$ cat config.mk
export PLATFORM = sky130hd
export DESIGN_NAME = vend_ctrl
export DESIGN_NICKNAME = d
export VERILOG_FILES = /design/src/rtl/vend_ctrl.sv
export SDC_FILE = /design/constraint.sdc
export NUM_CORES = 1
export LEC_CHECK = 0
export CORE_MARGIN = 2
export CORE_UTILIZATION = 54
export DETAILED_ROUTE_END_ITERATION = 16
export PLACE_DENSITY = 0.92
export SETUP_SLACK_MARGIN = 0.15
export SYNTH_ARGS = -nofsm -noshare
export SYNTH_HDL_FRONTEND = slang
export SYNTH_SLANG_ARGS = --single-unit
$ cat constraint.sdc
create_clock -name clk -period 4.9 [get_ports clk]
set_clock_uncertainty 0.1 [all_clocks]
set_input_delay 1.225 -clock clk [delete_from_list [all_inputs] [get_ports clk]]
set_output_delay 1.225 -clock clk [all_outputs]
set_load 0.1 [all_outputs]
$ cat src/rtl/vend_ctrl.sv
// ---------------------------------------------------------------------------
// vend_ctrl - parametrised vending-machine controller
//
// Edge-detects coin/purchase/refund buttons, accumulates saturating credit,
// validates a one-hot selection against per-item price and stock, dispenses
// and optionally returns the remaining balance as greedy coin change.
//
// Ports
//   clk, reset            : single rising-edge clock, synchronous active-high reset
//   rmb1, rmb5, rmb10     : coin buttons (levels, edge-detected)
//   ok, cancel            : purchase / refund buttons (levels, edge-detected)
//   commodity             : one-hot item selection, sampled on the ok event
//   restock               : per-item refill to MAX_STOCK (level)
//   credit                : current balance
//   stock                 : packed stock counters, item 0 in the LSBs
//   avail                 : per-item stock != 0 (combinational on stock register)
//   busy                  : controller not idle
//   vend, vend_idx        : dispense pulse and index of the dispensed item
//   chg1, chg5, chg10     : one-cycle change-coin pulses
//   coin_reject           : one-cycle pulse, a coin event was not credited
//   err, err_code         : refused purchase pulse and held reason code
// ---------------------------------------------------------------------------
module vend_ctrl #(
  parameter int                          N_ITEMS     = 6,
  parameter int                          STOCK_W     = 4,
  parameter int                          MAX_STOCK   = 9,
  parameter int                          CREDIT_W    = 7,
  parameter int                          MAX_CREDIT  = 99,
  parameter logic [N_ITEMS*CREDIT_W-1:0] PRICES      = {7'd15, 7'd12, 7'd10, 7'd7, 7'd5, 7'd3},
  parameter bit                          AUTO_CHANGE = 1'b1,
  localparam int                         IDX_W       = (N_ITEMS > 1) ? $clog2(N_ITEMS) : 1
) (
  input  logic                         clk,
  input  logic                         reset,
  input  logic                         rmb1,
  input  logic                         rmb5,
  input  logic                         rmb10,
  input  logic                         ok,
  input  logic                         cancel,
  input  logic [N_ITEMS-1:0]           commodity,
  input  logic [N_ITEMS-1:0]           restock,
  output logic [CREDIT_W-1:0]          credit,
  output logic [N_ITEMS*STOCK_W-1:0]   stock,
  output logic [N_ITEMS-1:0]           avail,
  output logic                         busy,
  output logic                         vend,
  output logic [IDX_W-1:0]             vend_idx,
  output logic                         chg1,
  output logic                         chg5,
  output logic                         chg10,
  output logic                         coin_reject,
  output logic                         err,
  output logic [1:0]                   err_code
);

  localparam int                  CNT_W      = $clog2(N_ITEMS + 1);
  localparam logic [CREDIT_W:0]   CREDIT_MAX = (CREDIT_W + 1)'(MAX_CREDIT);
  localparam logic [STOCK_W-1:0]  STOCK_FULL = STOCK_W'(MAX_STOCK);

  typedef enum logic [1:0] {
    S_IDLE,
    S_CHECK,
    S_VEND,
    S_CHANGE
  } state_t;

  // -------------------------------------------------------------------------
  // Button edge detection. Bit order: {cancel, ok, rmb10, rmb5, rmb1}.
  // armed_q keeps a button that is already high across reset release from
  // producing an event until it has been seen low at least once.
  // -------------------------------------------------------------------------
  logic [4:0] btn;
  logic [4:0] btn_q;
  logic [4:0] armed_q;
  logic [4:0] btn_ev;

  assign btn    = {cancel, ok, rmb10, rmb5, rmb1};
  assign btn_ev = btn & ~btn_q & armed_q;

  always_ff @(posedge clk) begin
    if (reset) begin
      btn_q   <= '0;
      armed_q <= ~btn;
    end else begin
      btn_q   <= btn;
      armed_q <= armed_q | ~btn;
    end
  end

  logic ev_rmb1, ev_rmb5, ev_rmb10, ev_ok, ev_cancel;
  assign ev_rmb1   = btn_ev[0];
  assign ev_rmb5   = btn_ev[1];
  assign ev_rmb10  = btn_ev[2];
  assign ev_ok     = btn_ev[3];
  assign ev_cancel = btn_ev[4];

  // -------------------------------------------------------------------------
  // Registers
  // -------------------------------------------------------------------------
  state_t               state_q, state_d;
  logic [CREDIT_W-1:0]  credit_q, credit_d;
  logic [N_ITEMS-1:0]   sel_q, sel_d;
  logic                 busy_q;
  logic                 vend_q, vend_d;
  logic [IDX_W-1:0]     vend_idx_q, vend_idx_d;
  logic                 chg1_q, chg1_d;
  logic                 chg5_q, chg5_d;
  logic                 chg10_q, chg10_d;
  logic                 coin_reject_q, coin_reject_d;
  logic                 err_q, err_d;
  logic [1:0]           err_code_q, err_code_d;
  logic [STOCK_W-1:0]   stock_q [N_ITEMS];
  logic                 dec_en;

  // -------------------------------------------------------------------------
  // Price table unpacked from the parameter, item 0 in the LSBs.
  // -------------------------------------------------------------------------
  logic [CREDIT_W-1:0] price_tbl [N_ITEMS];

  for (genvar gi = 0; gi < N_ITEMS; gi++) begin : g_price
    assign price_tbl[gi] = PRICES[gi*CREDIT_W +: CREDIT_W];
  end

  // -------------------------------------------------------------------------
  // Selection decode: population count plus index of the (last) set bit.
  // The index is only meaningful when the count is exactly one.
  // -------------------------------------------------------------------------
  logic [CNT_W-1:0]    sel_cnt;
  logic [IDX_W-1:0]    sel_idx;
  logic [CREDIT_W-1:0] sel_price;
  logic                sel_empty;

  always_comb begin
    sel_cnt = '0;
    sel_idx = '0;
    for (int i = 0; i < N_ITEMS; i++) begin
      if (sel_q[i]) begin
        sel_cnt = sel_cnt + CNT_W'(1);
        sel_idx = IDX_W'(i);
      end
    end
  end

  assign sel_price = price_tbl[sel_idx];
  assign sel_empty = (stock_q[sel_idx] == '0);

  // -------------------------------------------------------------------------
  // Coin arbitration: highest value wins when several arrive together.
  // -------------------------------------------------------------------------
  logic                coin_any;
  logic                coin_multi;
  logic [CREDIT_W:0]   coin_val;
  logic [CREDIT_W:0]   coin_sum;

  assign coin_any   = ev_rmb1 | ev_rmb5 | ev_rmb10;
  assign coin_multi = (ev_rmb1 & ev_rmb5) | (ev_rmb1 & ev_rmb10) | (ev_rmb5 & ev_rmb10);
  assign coin_val   = ev_rmb10 ? (CREDIT_W + 1)'(10) :
                      ev_rmb5  ? (CREDIT_W + 1)'(5)  : (CREDIT_W + 1)'(1);
  assign coin_sum   = {1'b0, credit_q} + coin_val;

  // -------------------------------------------------------------------------
  // Next-state and registered-output logic. Outputs are computed from the
  // transition into a state, so a pulse is visible during the state it
  // belongs to (vend during VEND, each change coin during CHANGE).
  // -------------------------------------------------------------------------
  logic emit_chg;

  always_comb begin
    state_d       = state_q;
    credit_d      = credit_q;
    sel_d         = sel_q;
    vend_d        = 1'b0;
    vend_idx_d    = vend_idx_q;
    chg1_d        = 1'b0;
    chg5_d        = 1'b0;
    chg10_d       = 1'b0;
    coin_reject_d = 1'b0;
    err_d         = 1'b0;
    err_code_d    = err_code_q;
    dec_en        = 1'b0;
    emit_chg      = 1'b0;

    case (state_q)
      S_IDLE: begin
        if (ev_cancel) begin
          coin_reject_d = coin_any;
          if (credit_q != '0) begin
            state_d  = S_CHANGE;
            emit_chg = 1'b1;
          end
        end else if (ev_ok) begin
          coin_reject_d = coin_any;
          state_d       = S_CHECK;
          err_code_d    = 2'd0;
          sel_d         = commodity;
        end else if (coin_any) begin
          if (coin_sum > CREDIT_MAX) begin
            coin_reject_d = 1'b1;
          end else begin
            credit_d      = coin_sum[CREDIT_W-1:0];
            coin_reject_d = coin_multi;
          end
        end
      end

      S_CHECK: begin
        coin_reject_d = coin_any;
        if (sel_cnt != CNT_W'(1)) begin
          err_d      = 1'b1;
          err_code_d = 2'd1;
          state_d    = S_IDLE;
        end else if (sel_empty) begin
          err_d      = 1'b1;
          err_code_d = 2'd2;
          state_d    = S_IDLE;
        end else if (credit_q < sel_price) begin
          err_d      = 1'b1;
          err_code_d = 2'd3;
          state_d    = S_IDLE;
        end else begin
          // Dispense commits here so that vend, stock and credit all
          // change together in the VEND cycle.
          state_d    = S_VEND;
          vend_d     = 1'b1;
          vend_idx_d = sel_idx;
          credit_d   = credit_q - sel_price;
          dec_en     = 1'b1;
        end
      end

      S_VEND: begin
        coin_reject_d = coin_any;
        if (AUTO_CHANGE && (credit_q != '0)) begin
          state_d  = S_CHANGE;
          emit_chg = 1'b1;
        end else begin
          state_d = S_IDLE;
        end
      end

      S_CHANGE: begin
        coin_reject_d = coin_any;
        if (credit_q == '0) begin
          state_d = S_IDLE;
        end else begin
          emit_chg = 1'b1;
        end
      end

      default: begin
        state_d = S_IDLE;
      end
    endcase

    // Greedy change coin; only reached with credit_q > 0, so no underflow.
    if (emit_chg) begin
      if (credit_q >= CREDIT_W'(10)) begin
        chg10_d  = 1'b1;
        credit_d = credit_q - CREDIT_W'(10);
      end else if (credit_q >= CREDIT_W'(5)) begin
        chg5_d   = 1'b1;
        credit_d = credit_q - CREDIT_W'(5);
      end else begin
        chg1_d   = 1'b1;
        credit_d = credit_q - CREDIT_W'(1);
      end
    end
  end

  always_ff @(posedge clk) begin
    if (reset) begin
      state_q       <= S_IDLE;
      credit_q      <= '0;
      sel_q         <= '0;
      busy_q        <= 1'b0;
      vend_q        <= 1'b0;
      vend_idx_q    <= '0;
      chg1_q        <= 1'b0;
      chg5_q        <= 1'b0;
      chg10_q       <= 1'b0;
      coin_reject_q <= 1'b0;
      err_q         <= 1'b0;
      err_code_q    <= 2'd0;
    end else begin
      state_q       <= state_d;
      credit_q      <= credit_d;
      sel_q         <= sel_d;
      busy_q        <= (state_d != S_IDLE);
      vend_q        <= vend_d;
      vend_idx_q    <= vend_idx_d;
      chg1_q        <= chg1_d;
      chg5_q        <= chg5_d;
      chg10_q       <= chg10_d;
      coin_reject_q <= coin_reject_d;
      err_q         <= err_d;
      err_code_q    <= err_code_d;
    end
  end

  // -------------------------------------------------------------------------
  // Per-item stock counters. Restock takes priority over a same-cycle
  // decrement; the decrement never goes below zero.
  // -------------------------------------------------------------------------
  for (genvar gi = 0; gi < N_ITEMS; gi++) begin : g_stock
    always_ff @(posedge clk) begin
      if (reset) begin
        stock_q[gi] <= STOCK_FULL;
      end else if (restock[gi]) begin
        stock_q[gi] <= STOCK_FULL;
      end else if (dec_en && (sel_idx == IDX_W'(gi)) && (stock_q[gi] != '0)) begin
        stock_q[gi] <= stock_q[gi] - STOCK_W'(1);
      end
    end

    assign stock[gi*STOCK_W +: STOCK_W] = stock_q[gi];
    assign avail[gi]                    = (stock_q[gi] != '0);
  end

  assign credit      = credit_q;
  assign busy        = busy_q;
  assign vend        = vend_q;
  assign vend_idx    = vend_idx_q;
  assign chg1        = chg1_q;
  assign chg5        = chg5_q;
  assign chg10       = chg10_q;
  assign coin_reject = coin_reject_q;
  assign err         = err_q;
  assign err_code    = err_code_q;

endmodule
==> impl_metrics.yaml <==
outcome:
  status: "finished, final reports clean"
detailed_routing:
  drtPass1Iterations: 5
  drt_iter0_markers: 220
  drc: 0
  num_vias: 3777
  via_per_inst: 5.93
  drt_wl_total_mm: 10.6
  wl_per_cell_um: 16.6
  drtAntennaViolNets: 0
placement:
  place_hpwl_mm: 7.60
  post-place-ws_ns: 0.194
  numPortBuffers: 67
  dp.cells: 617
  globalplace.congestion: 0.898
yosys:
  synth_compound_area_share_pct: 17.3
  avgSynthCellArea_um2: 8.77
  synth_top_family_by_area: "simple AND/OR/NAND/NOR gates"
  synth-adder-area-share_pct: 11.0
  synthCells: 466
  synth_seq_area_share_pct: 35.8
  synth_edf_count: 24
  yosysUniqueCellTypes: 70
  synthTopCellsByCount: "nor2_1 (61), nand2_1 (43), dfxtp_1 (37)"
  synth_fp_nets: 518
  synthFlopType: "dfxtp_1"
  yosys.area_share.xor_xnor_pct: 5.05
  ys_warn_count: 0
  ys_seq_elements: 61
  yosys-mux-area-fraction_pct: 2.27
  ys_async_sr_fraction_pct: 0
  synth_area_mm2: 0.00409
  yosys.area_share.simple_pct: 23.5
  synth.most_common_cell: "nor2_1"
  yosys.area.top_type: "dfxtp_1"
  ys_top_cells_by_area: "dfxtp_1 (18%), edfxtp_1 (18%), ha_1 (9.5%)"
  synth_top_area_share_pct: 18.1
worst_setup_path:
  cp_cell_sequence: "inv_1, ha_1, xor2_1, ha_1, mux2_2, ha_1, nand2_1, o21ai_0, a21o_1, ha_1, nand2_1, xnor2_1, xnor2_1, a21oi_4, nand4_4, nor3_4, nand4b_1, or3_1"
  r2r_start: "sel_q[1]"
  path_class: "flop to flop"
  reg2reg_depth: 18
  critPathMaxStageDelay_ns: 0.39
  r2r-end: "stock_q[1][3]"
  cp_data_arrival_time_ns: 4.53
  cp-start-kind: "flop"
  path_max_fanout: 8
  cpMostUsedCell: "ha_1"
  required_ns: 4.91
  r2r_slack_ns: 0.38
  endpoint_kind: "flop"
  crit_slowest_cell: "or3_1"
min_path:
  hp-class: "flop to flop"
  min_from: "armed_q[0]"
  hold_depth: 2
  whs_endpoint: "armed_q[0]"
die:
  die_h_um: 91.0
  num_rows: 31
  initial_core_util_pct: 56.0
  die-width_um: 91.0
  pin_count: 68
  die-area_mm2: 0.00828
  core_mm2: 0.00729
cts:
  clkTransAtPathRegs_ns: 0.09
  cts_tree: "yes"
  h-tree-depth: 3
  cts-root-buf: "clkbuf_8"
  numClockSinks: 61
  cts_made_buffers: 9
  clock_latency_ns: 0.35
  ctsLongestPathBuffers: 2
  holdBufCountCts: 0
timing:
  setup_viol: 0
  slew_headroom_pct: 31.6
  final.period_utilization_pct: 92.3
  layout_min_cycle_time_ns: 4.52
  hold_violations: 0
  finalSetupTns_ns: 0
  drv_slew: 0
  worstMarginPinSlew_ns: 1.02
  whs_ns: 0.362
  setup_slack_ns: 0.375
  max_freq_ghz: 0.221
  rsz0062_at_grt: "false"
pwr:
  peakVddDrop_mv: 0.506
  leakagePower_nw: 2.07
  p_per_area_mw_per_mm2: 481
global_route:
  grt_max_degree: 38
  antenna_found_initial: 0
  gr-usage-all-layers_pct: 25.6
  grt_pass1_wl_mm: 17.3
  grt_pass1_vias: 3623
  grt-ovfl-total: 0
final_layout:
  instances_no_fill: 637
  nets: 585
  area_growth_pct: 24.4
  drive_gt1_share_pct: 7.06
  num-fill-cells: 578
  n_antenna_cell: 0
flow_run:
  cap_viol_max_count: 0
## per-layer routing
layer	part of all wire, %	GRT usage, %	vias up
met5	0	0	-
met4	2.0	9.47	0
met3	5.9	6.56	21
met2	51	45.1	140
met1	41	30.0	1807
li1	-	-	1809
## cell usage in the layout (no fill, tap or decap), types with 7 or more instances in the layout
master	instances
ha_1	31
nor2b_1	8
nand2_1	43
clkdlybuf4s50_1	67
o21ai_0	22
xnor2_1	14
nor2_1	61
edfxtp_1	24
xor2_1	7
mux2i_1	7
nand3_1	8
dfxtp_1	37
a31oi_1	7
nor4_1	7
or3_1	14
clkbuf_8	9
a21oi_1	16
buf_4	8
inv_1	34
## through the flow
step                instance area, um2  util, %  total power (W)
floorplan                         4090        -          0.00163
global placement                  4830     66.2          0.00189
detailed placement                4830     66.2          0.00192
CTS                               5050     69.3          0.00243
global route                      5080     69.7          0.00259
finish                            5080     69.7          0.00245
## how the worst max path moves through the flow
| stage | from | end | slack (ns) | depth (start not counted) |
|---|---|---|---|---|
| finish | sel_q[1] | stock_q[1][3] | 0.38 | 18 |
| global route | sel_q[0] | stock_q[1][3] | 0.14 | 18 |
| CTS | sel_q[0] | stock_q[2][2] | 0.34 | 18 |
| detailed placement | rmb10 | credit[5] | 0.19 | 14 |
| global placement | rmb10 | credit[5] | 0.31 | 14 |
| floorplan | rmb10 | credit[5] | 0.86 | 14 |
## critical path: cells and delay by family, from the launching register on
kind	cells	cell delay, ns
multiplexers	1	0.29
buffers and inverters	1	0.06
AND/OR/NAND/NOR	6	1.33
adder cells (fa/ha/maj)	4	1.10
XOR/XNOR	3	0.48
flip-flops	1	0.38
AO/OA/AOI/OAI	3	0.57
## state kept, by name (all words and copies together), names as in the netlist
signal,count
busy,1
armed_q,5
sel_q,6
chg5,1
err_code,2
btn_q,5
chg1,1
coin_reject,1
stock_q,24
chg10,1
credit,7
vend,1
err,1
vend_idx,3
state_q,2
## layout make-up
cell class	instances	area, um2	share of cell area [%]
Sequential cell	61	1460	28.7
Clock inverter	7	98.8	1.94
Timing Repair Buffer	75	731	14.4
Inverter	34	128	2.51
Multi-Input combinational cell	352	2420	47.6
Tap cell	99	124	2.44
Clock buffer	9	124	2.44
## cell families after synthesis
| logic type | count (synthesis) |
|---|---|
| DFF | 61 |
| buffers and inverters | 53 |
| and+or+nand+nor | 185 |
| AOI/OAI and AO/OA | 101 |
| muxes | 9 |
| xor gates and xnor gates | 22 |
| adders and majority gates | 35 |
## what timing repair did
item | CTS | global route
buffers inserted | 0 | 4
hold endpoints to repair | 0 | 0
gates resized for setup | 0 | 1
setup endpoints to repair | 0 | 18
## power breakdown
group	leakage, nW	internal [W]	switching, W
registers	0.526	0.000582	0.0000989
clock network	0.110	0.000289	0.000212
logic	1.43	0.000430	0.000835
total	2.07	0.00130	0.00115
No activity file was read; power rests on OpenSTA's default activity.
